`src/rtl/sram_dual_bank_arbiter.sv`:
```
// rtl/sram_dual_bank_arbiter.sv - two-port arbiter and access sequencer for a dual-chip async SRAM bus
//
// Optional build macro: SRAM_ARB_ROUND_ROBIN_EN
//   undefined : port 0 has fixed priority; port 1 is forced through after STARVE_MAX waits
//   defined   : round-robin on a last-granted flag (reset value selects port 0 first)
//
// Every pin-facing output is a flop loaded from next-state values, so the SRAM
// strobes are glitch-free. An access occupies five cycles:
// SETUP, three wait/pulse cycles, then RLATCH or WHOLD. The ack pulse, and rdata
// for reads, are visible during that final cycle.

module sram_dual_bank_arbiter #(
    parameter int ADDR_W     = 21,
    parameter int RD_WAIT    = 3,
    parameter int WR_WAIT    = 3,
    parameter int STARVE_MAX = 4
) (
    input  logic              clk_chipset,
    input  logic              reset,
    input  logic              p0_req,
    input  logic              p0_we,
    input  logic [ADDR_W-1:0] p0_addr,
    input  logic [7:0]        p0_wdata,
    output logic              p0_ack,
    input  logic              p1_req,
    input  logic              p1_we,
    input  logic [ADDR_W-1:0] p1_addr,
    input  logic [7:0]        p1_wdata,
    output logic              p1_ack,
    output logic [7:0]        rdata,
    output logic [18:0]       sram_addr,
    output logic [7:0]        sram_dout,
    input  logic [7:0]        sram_din0,
    input  logic [7:0]        sram_din1,
    output logic              sram0_we_n,
    output logic              sram1_we_n,
    output logic              sram0_doe,
    output logic              sram1_doe
);

    typedef enum logic [2:0] {
        IDLE   = 3'd0,
        SETUP  = 3'd1,
        RWAIT  = 3'd2,
        RLATCH = 3'd3,
        WPULSE = 3'd4,
        WHOLD  = 3'd5
    } state_t;

    state_t            state;
    state_t            state_nxt;
    logic [3:0]        wcnt;
    logic [3:0]        wcnt_nxt;

    // Access context captured at grant; sram_addr/sram_dout hold the rest.
    logic              gnt_port;
    logic              acc_we;
    logic              acc_oor;
    logic              acc_chip;

    // Arbitration
    logic              elig0;
    logic              elig1;
    logic              pick1;
    logic              do_grant;

    // Values describing the access that will be current after this edge
    logic [ADDR_W-1:0] sel_addr;
    logic              sel_we;
    logic [7:0]        sel_wdata;
    logic              nxt_port;
    logic              nxt_we;
    logic              nxt_oor;
    logic              nxt_chip;
    logic              nxt_drive;
    logic              nxt_pulse;
    logic              nxt_ack;

    // A port whose ack is showing is still presenting the finished request.
    assign elig0 = p0_req && !p0_ack;
    assign elig1 = p1_req && !p1_ack;

`ifdef SRAM_ARB_ROUND_ROBIN_EN
    logic last_gnt;

    // Ties go to the port that was not granted last.
    always_comb begin
        pick1 = 1'b0;
        if (elig1 && (!elig0 || !last_gnt)) begin
            pick1 = 1'b1;
        end
    end

    // Remember which port received the most recent grant.
    always_ff @(posedge clk_chipset or posedge reset) begin
        if (reset) begin
            last_gnt <= 1'b1;
        end else if (do_grant) begin
            last_gnt <= pick1;
        end
    end
`else
    logic [3:0] starve_cnt;

    // Port 0 wins unless port 1 has already watched STARVE_MAX port-0 grants.
    always_comb begin
        pick1 = 1'b0;
        if (elig1 && (!elig0 || (starve_cnt == 4'(STARVE_MAX)))) begin
            pick1 = 1'b1;
        end
    end

    // Count port-0 grants that happen while port 1 is kept waiting.
    always_ff @(posedge clk_chipset or posedge reset) begin
        if (reset) begin
            starve_cnt <= 4'd0;
        end else if (do_grant) begin
            if (pick1 || !p1_req) begin
                starve_cnt <= 4'd0;
            end else if (starve_cnt != 4'(STARVE_MAX)) begin
                starve_cnt <= starve_cnt + 4'd1;
            end
        end
    end
`endif

    assign sel_addr  = pick1 ? p1_addr  : p0_addr;
    assign sel_we    = pick1 ? p1_we    : p0_we;
    assign sel_wdata = pick1 ? p1_wdata : p0_wdata;

    assign nxt_port  = do_grant ? pick1          : gnt_port;
    assign nxt_we    = do_grant ? sel_we         : acc_we;
    assign nxt_oor   = do_grant ? sel_addr[20]   : acc_oor;
    assign nxt_chip  = do_grant ? sel_addr[19]   : acc_chip;

    // Data is driven SETUP..WHOLD of in-range writes; WE_n is low only in WPULSE.
    assign nxt_drive = nxt_we && !nxt_oor &&
                       ((state_nxt == SETUP) || (state_nxt == WPULSE) || (state_nxt == WHOLD));
    assign nxt_pulse = !nxt_oor && (state_nxt == WPULSE);
    assign nxt_ack   = (state_nxt == RLATCH) || (state_nxt == WHOLD);

    // Next-state logic: grant from IDLE, then count out the wait or pulse phase.
    always_comb begin
        state_nxt = state;
        wcnt_nxt  = wcnt;
        do_grant  = 1'b0;
        case (state)
            IDLE: begin
                if (elig0 || elig1) begin
                    do_grant  = 1'b1;
                    state_nxt = SETUP;
                end
            end
            SETUP: begin
                if (acc_we) begin
                    state_nxt = WPULSE;
                    wcnt_nxt  = 4'(WR_WAIT - 1);
                end else begin
                    state_nxt = RWAIT;
                    wcnt_nxt  = 4'(RD_WAIT - 1);
                end
            end
            RWAIT: begin
                if (wcnt == 4'd0) begin
                    state_nxt = RLATCH;
                end else begin
                    wcnt_nxt = wcnt - 4'd1;
                end
            end
            WPULSE: begin
                if (wcnt == 4'd0) begin
                    state_nxt = WHOLD;
                end else begin
                    wcnt_nxt = wcnt - 4'd1;
                end
            end
            RLATCH:  state_nxt = IDLE;
            WHOLD:   state_nxt = IDLE;
            default: state_nxt = IDLE;
        endcase
    end

    // FSM state, wait counter and the captured access context.
    always_ff @(posedge clk_chipset or posedge reset) begin
        if (reset) begin
            state    <= IDLE;
            wcnt     <= 4'd0;
            gnt_port <= 1'b0;
            acc_we   <= 1'b0;
            acc_oor  <= 1'b0;
            acc_chip <= 1'b0;
        end else begin
            state <= state_nxt;
            wcnt  <= wcnt_nxt;
            if (do_grant) begin
                gnt_port <= pick1;
                acc_we   <= sel_we;
                acc_oor  <= sel_addr[20];
                acc_chip <= sel_addr[19];
            end
        end
    end

    // Registered SRAM pins, acks and read data.
    always_ff @(posedge clk_chipset or posedge reset) begin
        if (reset) begin
            sram_addr  <= 19'd0;
            sram_dout  <= 8'h00;
            sram0_we_n <= 1'b1;
            sram1_we_n <= 1'b1;
            sram0_doe  <= 1'b0;
            sram1_doe  <= 1'b0;
            p0_ack     <= 1'b0;
            p1_ack     <= 1'b0;
            rdata      <= 8'h00;
        end else begin
            if (do_grant) begin
                sram_addr <= sel_addr[18:0];
                sram_dout <= sel_wdata;
            end
            sram0_we_n <= !(nxt_pulse && nxt_we && !nxt_chip);
            sram1_we_n <= !(nxt_pulse && nxt_we &&  nxt_chip);
            sram0_doe  <= nxt_drive && !nxt_chip;
            sram1_doe  <= nxt_drive &&  nxt_chip;
            p0_ack     <= nxt_ack && !nxt_port;
            p1_ack     <= nxt_ack &&  nxt_port;
            // Capture at the end of the last wait cycle so rdata is valid alongside ack.
            if ((state == RWAIT) && (state_nxt == RLATCH)) begin
                if (acc_oor) begin
                    rdata <= 8'hFF;
                end else if (acc_chip) begin
                    rdata <= sram_din1;
                end else begin
                    rdata <= sram_din0;
                end
            end
        end
    end

endmodule

```
`config.mk`:
```
export PLATFORM = sky130hd
export DESIGN_NAME = sram_dual_bank_arbiter
export DESIGN_NICKNAME = d
export VERILOG_FILES = /design/src/rtl/sram_dual_bank_arbiter.sv
export SDC_FILE = /design/constraint.sdc
export NUM_CORES = 1
export LEC_CHECK = 0
export BUFFER_PORTS_ARGS = -buffer_cell sky130_fd_sc_hd__buf_4
export CAP_MARGIN = 30
export CORE_ASPECT_RATIO = 0.5
export CORE_MARGIN = 2
export CORE_UTILIZATION = 49
export CTS_BUF_LIST = sky130_fd_sc_hd__clkbuf_8
export DETAILED_ROUTE_END_ITERATION = 10
export PLACE_DENSITY = 0.8
export RECOVER_POWER = 50
export SLEW_MARGIN = 30
export SYNTH_ARGS = -nofsm -noshare
export SYNTH_HDL_FRONTEND = slang
export SYNTH_SLANG_ARGS = --single-unit
export TNS_END_PERCENT = 5
```
`constraint.sdc`:
```
create_clock -name clk_chipset -period 2 [get_ports clk_chipset]
set_input_delay 0.3 -clock clk_chipset [delete_from_list [all_inputs] [get_ports clk_chipset]]
set_output_delay 0.3 -clock clk_chipset [all_outputs]
set_load 0.02 [all_outputs]
```
-- Yosys cells after proc, flatten, opt, wreduce, memory -nomap -nowiden
Index checks and enable logic that the tools add are counted.
- register bits: 56
- input port bits: 80
- output and inout port bits: 41
- logic and storage cells: 85
- $add $sub $neg: 2
- equal/unequal tests: 10
- multiplexer cells: 21
- reduce and logical (&&, ||, !) cells: 36
- operator list (cell ; number):
    8-bit two-way mux ; 3
    21-bit two-way mux ; 1
    1-bit logical AND ; 14
    3-bit two-way mux ; 4
    4-bit two-way mux ; 3
    3-bit one-hot mux with 4 select lines ; 1
    3-bit == test, second input constant ; 3
    1-bit logical NOT ; 9
    1-bit two-way mux ; 8
    4-bit one-hot mux with 2 select lines ; 1
    3-bit by 1-bit == test with 1-bit output, second input constant ; 2
    3-bit by 2-bit == test with 1-bit output, second input constant ; 2
    1-bit logical OR ; 6
    4-bit by 1-bit adder with 4-bit output, second input constant ; 1
    4-bit by 3-bit == test with 1-bit output, second input constant ; 1
    4-bit logical NOT ; 1
    4-bit by 3-bit != test with 1-bit output, second input constant ; 1
    2-bit AND reduction ; 2
    2-bit nonzero test ; 2
    4-bit by 1-bit subtractor with 4-bit output, second input constant ; 1
    3-bit logical NOT ; 1
    2-bit != test, second input constant ; 1
    2-bit OR reduction ; 1

-- Longest topological paths before layout
Gate-level depths: netlist (run 1).
- depth in word-level cells: 13
- gate-level depth with buffers: 7
- depth with buffers taken out: 6

-- Least setup slack after synthesis (run 1)
Ideal clock, no wire load.
- kind: register to register
- start point: register starve_cnt[0]
- end point: register acc_oor
- setup time: 133 ps
- data arrival time: 1563 ps
- data required time: 1867 ps
- slack: 304 ps
- stages on the path, launching flop included: 8
- buffers on the path: 1
- clock period less this slack: 1696 ps
- path through: dfrtp_1 -> inv_1 -> ha_1 -> and3b_1 -> o21ai_2 -> buf_2 -> mux2i_1 -> o21ai_0
- word-level cells in the longest chain between the ends: 6
- ends and longest elaborated chain (element ; line ; RTL):
    start: declaration ; 103 ; logic [3:0] starve_cnt;
    start signal: assignment ; 121 ; starve_cnt <= starve_cnt + 4'd1;
    4-bit by 3-bit == test with 1-bit output ; 108 ; if (elig1 && (!elig0 || (starve_cnt == 4'(STARVE_MAX)))) begin
    1-bit logical OR ; 108 ;
    1-bit logical AND ; 108 ;
    1-bit two-way mux ; 108 ;
    21-bit two-way mux ; 127 ; assign sel_addr = pick1 ? p1_addr : p0_addr;
    1-bit two-way mux ; -- ;
    via nxt_oor ; 73 ; logic nxt_oor;
    end signal: assignment ; 198 ; acc_oor <= sel_addr[20];
    end: declaration ; 58 ; logic acc_oor;
The timed path passes the listed nets, and every way through them passes these cells.
A chain may end at the register's enable or synchronous reset.

-- Final worst setup path (run 1)
- start point: register wcnt[0]
- end point: register rdata[6]
- word-level cells in the longest chain between the ends: 5
- elaborated cells on any way between the ends: 6
- those cells by class: eq/ne: 1; mux: 3; reduce/logical: 2
- ends and longest elaborated chain (element ; line ; RTL):
    start: declaration ; 52 ; logic [3:0] wcnt;
    start signal: assignment ; 194 ; wcnt <= wcnt_nxt;
    4-bit logical NOT * ; 164, 171 ;
    3-bit two-way mux, on equally long branches ; 171, 164 ;
    3-bit one-hot mux with 4 select lines * ; 147 ; case (state)
    3-bit by 2-bit == test with 1-bit output * ; 228 ; if ((state == RWAIT) && (state_nxt == RLATCH)) begin
    1-bit logical AND * ; 228 ;
    end signal: assignment ; 232 ; rdata <= sram_din1;
    end signal: assignment ; 234 ; rdata <= sram_din0;
    end: declaration ; 30 ; output logic [7:0] rdata,
Mark *: on every way between the ends. The rest lies on a longest branch, timed or not.

==> reports/metrics.yaml, run 1 <==
die-width_um: 111
holdPathStages: 3
die_h_um: 57.6
grt.total_usage_pct: 21.2
finalHoldViolations: 0
stdcell_area_um2: 3850
ys.flop_type: "dfrtp_1"
crit_path_cell_trace: "inv_1, ha_1, nor2b_1, nand3_2, nor3_4, buf_12, mux2_2"
grt_pass1_wl_um: 10900
min_path_type: "primary input to flip-flop"
min-delay-start: "p1_addr[11]"
syn_area_per_cell_um2: 10.3
skew_ns: 0.00996
overflow: 0
arrival_ns: 2.11
power_density_nw_per_um2: 1390
slew_headroom_pct: 52.0
setup_viol: 0
placed_area_um2: 3850
period_share_pct: 95.4
crit_fanout: 8
finalNetCount: 478
r2r-end: "rdata[6]$_DFFE_PP0P_"
grt_max_degree: 38
slowest_stage: "dfrtp_1"
cp-start-kind: "flip-flop"
routabilityCongestion: 0.779
cp_data_required_time_ns: 2.20
status: "complete, no violations"
ir_drop_uv: 621
placementRows: 19
slew_viol_final: 0
drt_wl_total_um: 6440
synth-seq-area-share_pct: 49.8
design.core.area_um2: 5520
layout-drive-gt1-share_pct: 30.6
crit_type: "flip-flop to flip-flop"
fmax_mhz: 524
synth.cell_area_um2: 2820
hold_end: "sram_addr[11]$_DFFE_PP0P_"
synth_most_common_cell: "dfrtp_1"
synth_seq_cells: 56
syn_to_final_growth_pct: 36.8
synth_nets: 357
dr.pass1.iters: 4
grt_pass1_vias: 2414
portBuffers: 120
worst_pin_slew_ns: 0.719
cts_tree: "built"
wl_per_cell_um: 13.7
end_kind: "flip-flop"
clock_sinks: 56
fp.dieArea_um2: 6410
reg2reg_slack_ns: 0.09
p_leak_nw: 1.94
dr.first_iter.drc_count: 94
viasPerCell: 5.21
antenna_found_initial: 0
rr_startpoint: "wcnt[0]$_DFFE_PP0P_"
syn-instance-count: 274
pin_count: 121
vias: 2444
path_buf_inv: 2
period_needed_ns: 1.91
dpl.cell_count: 459
start_util_pct: 51.1
ctsRootBufferMaster: "clkbuf_8"
synth_common_cells: "54 x dfrtp_1, 36 x o21ai_0, 35 x nand2_1, 29 x mux2i_1, 14 x nor2b_1"
maxCapViolations: 0
clockBufferDepth: 2
drc: 0
ys_warn_count: 0
synthArstFlopShare_pct: 100
h-tree-depth: 2
clk_pin_slew_ns: 0.10
yosysUniqueCellTypes: 45
synth_area_leaders: "dfrtp_1 48%, mux2i_1 10%, o21ai_0 6.4%, nand2_1 4.7%, mux2_2 3.2%"
yosysTopAreaCell: "dfrtp_1"
synth_edf_count: 0
dp_hpwl_um: 4990
nFillCells: 440
rr_worst_depth: 7
worst_path_largest_cell_delay_ns: 0.43
clock_latency_ns: 0.31
crit_family: "simple AND/OR/NAND/NOR gates"
cts_buffers: 5
ant_nets: 0
synth_top_area_share_pct: 47.9
num_antenna_cells: 0
fin_cells: 469
[sequential cells by signal, indices dropped and copies added, names as in the netlist, 3 cells and up]
signal	cells
state	3
rdata	8
wcnt	4
starve_cnt	4
sram_addr	19
sram_dout	8
[cell families after synthesis]
logic type,synth area share [%]
compound gates,15.9
xor+xnor,0.577
fa+ha+maj,1.33
buf+inv,3.82
flops,49.8
mux,13.5
simple gates,15.1
[worst max path at each step]
stage                              start              endpoint  slack (ns)  cells after the start
2_1_floorplan  starve_cnt[0]$_DFFE_PP0P_     acc_oor$_DFF_PP0_        0.30                      7
3_3_place_gp         wcnt[0]$_DFFE_PP0P_  rdata[0]$_DFFE_PP0P_        0.17                      6
3_5_place_dp         wcnt[0]$_DFFE_PP0P_  rdata[6]$_DFFE_PP0P_        0.07                      6
4_1_cts              wcnt[0]$_DFFE_PP0P_  rdata[6]$_DFFE_PP0P_        0.07                      6
5_1_grt              wcnt[0]$_DFFE_PP0P_  rdata[5]$_DFFE_PP0P_      -0.002                      7
6_report             wcnt[0]$_DFFE_PP0P_  rdata[6]$_DFFE_PP0P_        0.09                      7
[stage by stage]
step / power [mW] / setup TNS (ns) / utilization [%] / hold WS, ns / setup slack (ns)
after global placement: 4.80 / 0 / 69.7 / 0.325 / 0.173
after global routing: 5.80 / -0.00194 / 69.9 / 0.269 / -0.00194
after detailed placement: 4.93 / 0 / 69.7 / 0.337 / 0.0726
final: 5.36 / 0 / 69.9 / 0.275 / 0.0926
after floorplan: 3.78 / 0 / - / 0.442 / 0.304
after CTS: 5.66 / 0 / 71.9 / 0.272 / 0.0711
[worst register-to-register path: stages (launching register included)]
cell and delay, ns:
dfrtp_1 0.43, inv_1 0.08, ha_1 0.17, nor2b_1 0.21
nand3_2 0.18, nor3_4 0.26, buf_12 0.15, mux2_2 0.33
[layout by cell type, fill, tap and decap left out, types with 2 or more instances in the layout]
master	instances
nand3b_1	2
ha_1	3
inv_1	12
nand2b_1	6
nand3_1	3
dfstp_2	2
a21o_1	3
mux2_2	8
nand4_1	3
nor2_1	6
buf_12	3
o211ai_1	2
clkbuf_1	32
a31oi_1	2
nor3b_1	2
mux2i_1	29
nor3_1	2
a32oi_1	2
clkbuf_4	2
nor2b_1	14
buf_4	89
a211o_1	8
dfrtp_1	54
a21oi_1	7
clkbuf_8	5
o21ai_0	36
nand2_1	35
o21ai_4	2
[final cells by class]
| type | instances | area (µm²) | share of cell area [%] |
|---|---|---|---|
| Clock buffer | 5 | 68.8 | 1.79 |
| Clock inverter | 3 | 38.8 | 1.01 |
| Inverter | 11 | 41.3 | 1.07 |
| Multi-Input combinational cell | 193 | 1330 | 34.4 |
| Sequential cell | 56 | 1400 | 36.4 |
| Tap cell | 73 | 91.3 | 2.37 |
| Timing Repair Buffer | 128 | 885 | 22.9 |
[per-layer routing]
metal / GRT usage, % / share of wire (%)
met2: 37.1 / 50
met1: 27.2 / 44
met3: 4.92 / 5.7
met4: 6.00 / 1.2
met5: 0 / 0
[timing repair]
item                                   in CTS  in global routing
setup buffers                               0                  1
endpoints found under the hold margin      19                  0
resized for setup                           0                  1
hold buffers                                1                  0
setup endpoints to repair                   0                  9
[power by group]
part           internal [mW]  leakage (nW)  switching [mW]
registers               1.64         0.694           0.406
logic                   1.01          1.18            1.57
clock network          0.367        0.0593           0.363
total                   3.02          1.94            2.34
Note: power is estimated with default switching activity, not from simulation.
==> inputs of run 2 (changes only) <==
==> constraint.sdc (replaced) <==
create_clock -name clk_chipset -period 2 [get_ports clk_chipset]
set_input_delay 0.3 -clock clk_chipset [delete_from_list [all_inputs] [get_ports clk_chipset]]
set_output_delay 0.3 -clock clk_chipset [all_outputs]
set_load 0.05 [all_outputs]
==> run 2 against run 1 <==
Utilization rose by 0.68 points. Non-clock buffer count unchanged. Global-route usage did not move. Final area grew 0.97%. Critical endpoint unchanged. Critical path type unchanged. Worst hold slack lost 0.0029 ns. Setup slack worse by 0.0024 ns. Critical path depth stayed put. Sequential share of layout area decreased by 0.35 points. Maximum frequency decreased by 0.13%. Combinational power up 37%. Clock-buffer cell count stayed put. Register-to-register slack barely moved.
==> reports/metrics.yaml, run 2 (synthesis gave the netlist of run 1 again) <==
routabilityCongestion: 0.779  # unchanged
syn_to_final_growth_pct: 38.1
finalWorstSetupSlack_ns: 0.0902  # -0.00241 ns
fin_util_pct: 70.6  # +0.68 points
grt_pass1_wl_um: 10900  # unchanged
dp_hpwl_um: 4990  # unchanged
cp_data_required_time_ns: 2.21  # about the same
portBuffers: 120  # unchanged
start_util_pct: 51.1  # unchanged
cts_tree: "built"
placementRows: 19  # unchanged
path_buf_inv: 2  # unchanged
fmax_mhz: 524  # -0.13%
fp.dieArea_um2: 6410  # unchanged
ir_drop_uv: 934  # +51%
design.core.area_um2: 5520  # unchanged
clk_pin_slew_ns: 0.10  # about the same
wl_per_cell_um: 13.7  # about the same
skew_ns: 0.0119  # +0.00192 ns
slowest_stage: "dfrtp_1"
clockBufferDepth: 2  # unchanged
dr.first_iter.drc_count: 93  # -1.1%
num_antenna_cells: 0  # unchanged
layout_commonest_cell: "buf_4"
setup_viol: 0  # unchanged
ctsRootBufferMaster: "clkbuf_8"
cp-start-kind: "flip-flop"
dr.pass1.iters: 4  # unchanged
crit_path_cell_trace: "inv_1, ha_1, nor2b_1, nand3_2, nor3_4, buf_12, mux2_2"
drt_wl_total_um: 6450  # about the same
pin_count: 121  # unchanged
vias: 2431  # -0.53%
h-tree-depth: 2  # unchanged
viasPerCell: 5.18  # -0.53%
p_leak_nw: 1.97  # +1.9%
pre_cts_ws_ns: 0.0726  # unchanged
antenna_found_initial: 0  # unchanged
period_needed_ns: 1.91  # +0.00241 ns
largest_reg_flops: 19  # unchanged
status: "complete, no violations"
finalHoldViolations: 0  # unchanged
power_density_nw_per_um2: 1620  # +17%
crit_type: "flip-flop to flip-flop"
die-width_um: 111  # unchanged
nFillCells: 431  # -2.0%
top_regs: "sram_addr: 19 flops, rdata: 8 flops, sram_dout: 8 flops"
grt_pass1_vias: 2414  # unchanged
end_kind: "flip-flop"
slew_viol_final: 0  # unchanged
die_h_um: 57.6  # unchanged
drc: 0  # unchanged
worst_pin_slew_ns: 0.716  # -0.00307 ns
period_share_pct: 95.5  # +0.12 points
finalSetupTns_ns: 0  # unchanged
final_cell_mix: "99 x buf_4, 54 x dfrtp_1, 36 x o21ai_0, 35 x nand2_1, 29 x mux2i_1"
min_path_type: "primary input to flip-flop"
clock_sinks: 56  # unchanged
maxCapViolations: 0  # unchanged
arrival_ns: 2.11  # about the same
finalNetCount: 478  # unchanged
crit_fanout: 8  # unchanged
cts_buffers: 5  # unchanged
ant_nets: 0  # unchanged
grt_max_degree: 38  # unchanged
slew_headroom_pct: 52.2  # +0.20 points
grt.total_usage_pct: 21.2  # unchanged
worst_path_largest_cell_delay_ns: 0.43  # about the same
overflow: 0  # unchanged
layout-drive-gt1-share_pct: 33.1  # +2.5 points
clock_latency_ns: 0.31  # about the same
regMostFlops: "sram_addr"
crit_family: "simple AND/OR/NAND/NOR gates"
-- run 2: cell count changes in the layout (fill, tap and decap cells not counted), sizes merged --
cell / delta
buf: +10
clkbuf: -10
-- run 2: worst reg2reg max path: stages (launching register included) --
cell and delay [ns]:
dfrtp_1 0.43, inv_1 0.08, ha_1 0.17, nor2b_1 0.21
nand3_2 0.18, nor3_4 0.26, buf_12 0.15, mux2_2 0.34
-- run 2: layout make-up --
class	count	area [µm²]	area share (%)
clock buffers	5	68.8	1.77
clock inverters	3	38.8	0.996
inverters	11	41.3	1.06
multi-input cells	193	1330	34.1
flip-flops and latches	56	1400	36.1
well taps	73	91.3	2.35
repair buffers	128	922	23.7
-- run 2: routing by layer --
| metal | vias to the layer above | share of wire (%) | GRT usage [%] |
|---|---|---|---|
| met5 | - | 0 | 0 |
| met4 | 0 | 1.2 | 6.00 |
| met3 | 8 | 5.7 | 4.92 |
| met2 | 80 | 49 | 37.1 |
| met1 | 1139 | 44 | 27.2 |
| li1 | 1204 | - | - |
-- run 2: worst paths after layout --
check / from / slack (ns) / cells past startpoint / end
min: p1_addr[11] / 0.27 / 3 / sram_addr[11]$_DFFE_PP0P_
min reg2reg: sram_addr[18]$_DFFE_PP0P_ / 0.49 / 2 / sram_addr[18]$_DFFE_PP0P_
max: wcnt[0]$_DFFE_PP0P_ / 0.09 / 7 / rdata[6]$_DFFE_PP0P_
max reg2reg: wcnt[0]$_DFFE_PP0P_ / 0.09 / 7 / rdata[6]$_DFFE_PP0P_
min in group asynchronous: reset / 0.67 / 3 / sram_addr[7]$_DFFE_PP0P_
max in group asynchronous: reset / 0.29 / 4 / sram_dout[4]$_DFFE_PP0P_
-- run 2: repair_timing --
action | in CTS | in global routing
setup endpoints to repair | 0 | 9
resized for setup | 0 | 1
hold buffers | 1 | 0
setup buffers | 0 | 1
endpoints found under the hold margin | 19 | 0
-- run 2: where the power goes --
part           internal [mW]  leakage [nW]  switching [mW]
sequential              1.64         0.694           0.409
clock                  0.367        0.0593           0.363
combinational           1.10          1.22            2.44
-- run 2: metrics by stage --
stage	power (mW)	cells	cell area, µm²	hold WS (ns)
5_1_grt	6.76	469	3890	0.269
2_1_floorplan	4.63	274	2820	0.442
3_5_place_dp	5.80	459	3850	0.337
6_report	6.32	469	3890	0.272
3_3_place_gp	5.68	459	3850	0.325
4_1_cts	6.54	468	3960	0.272
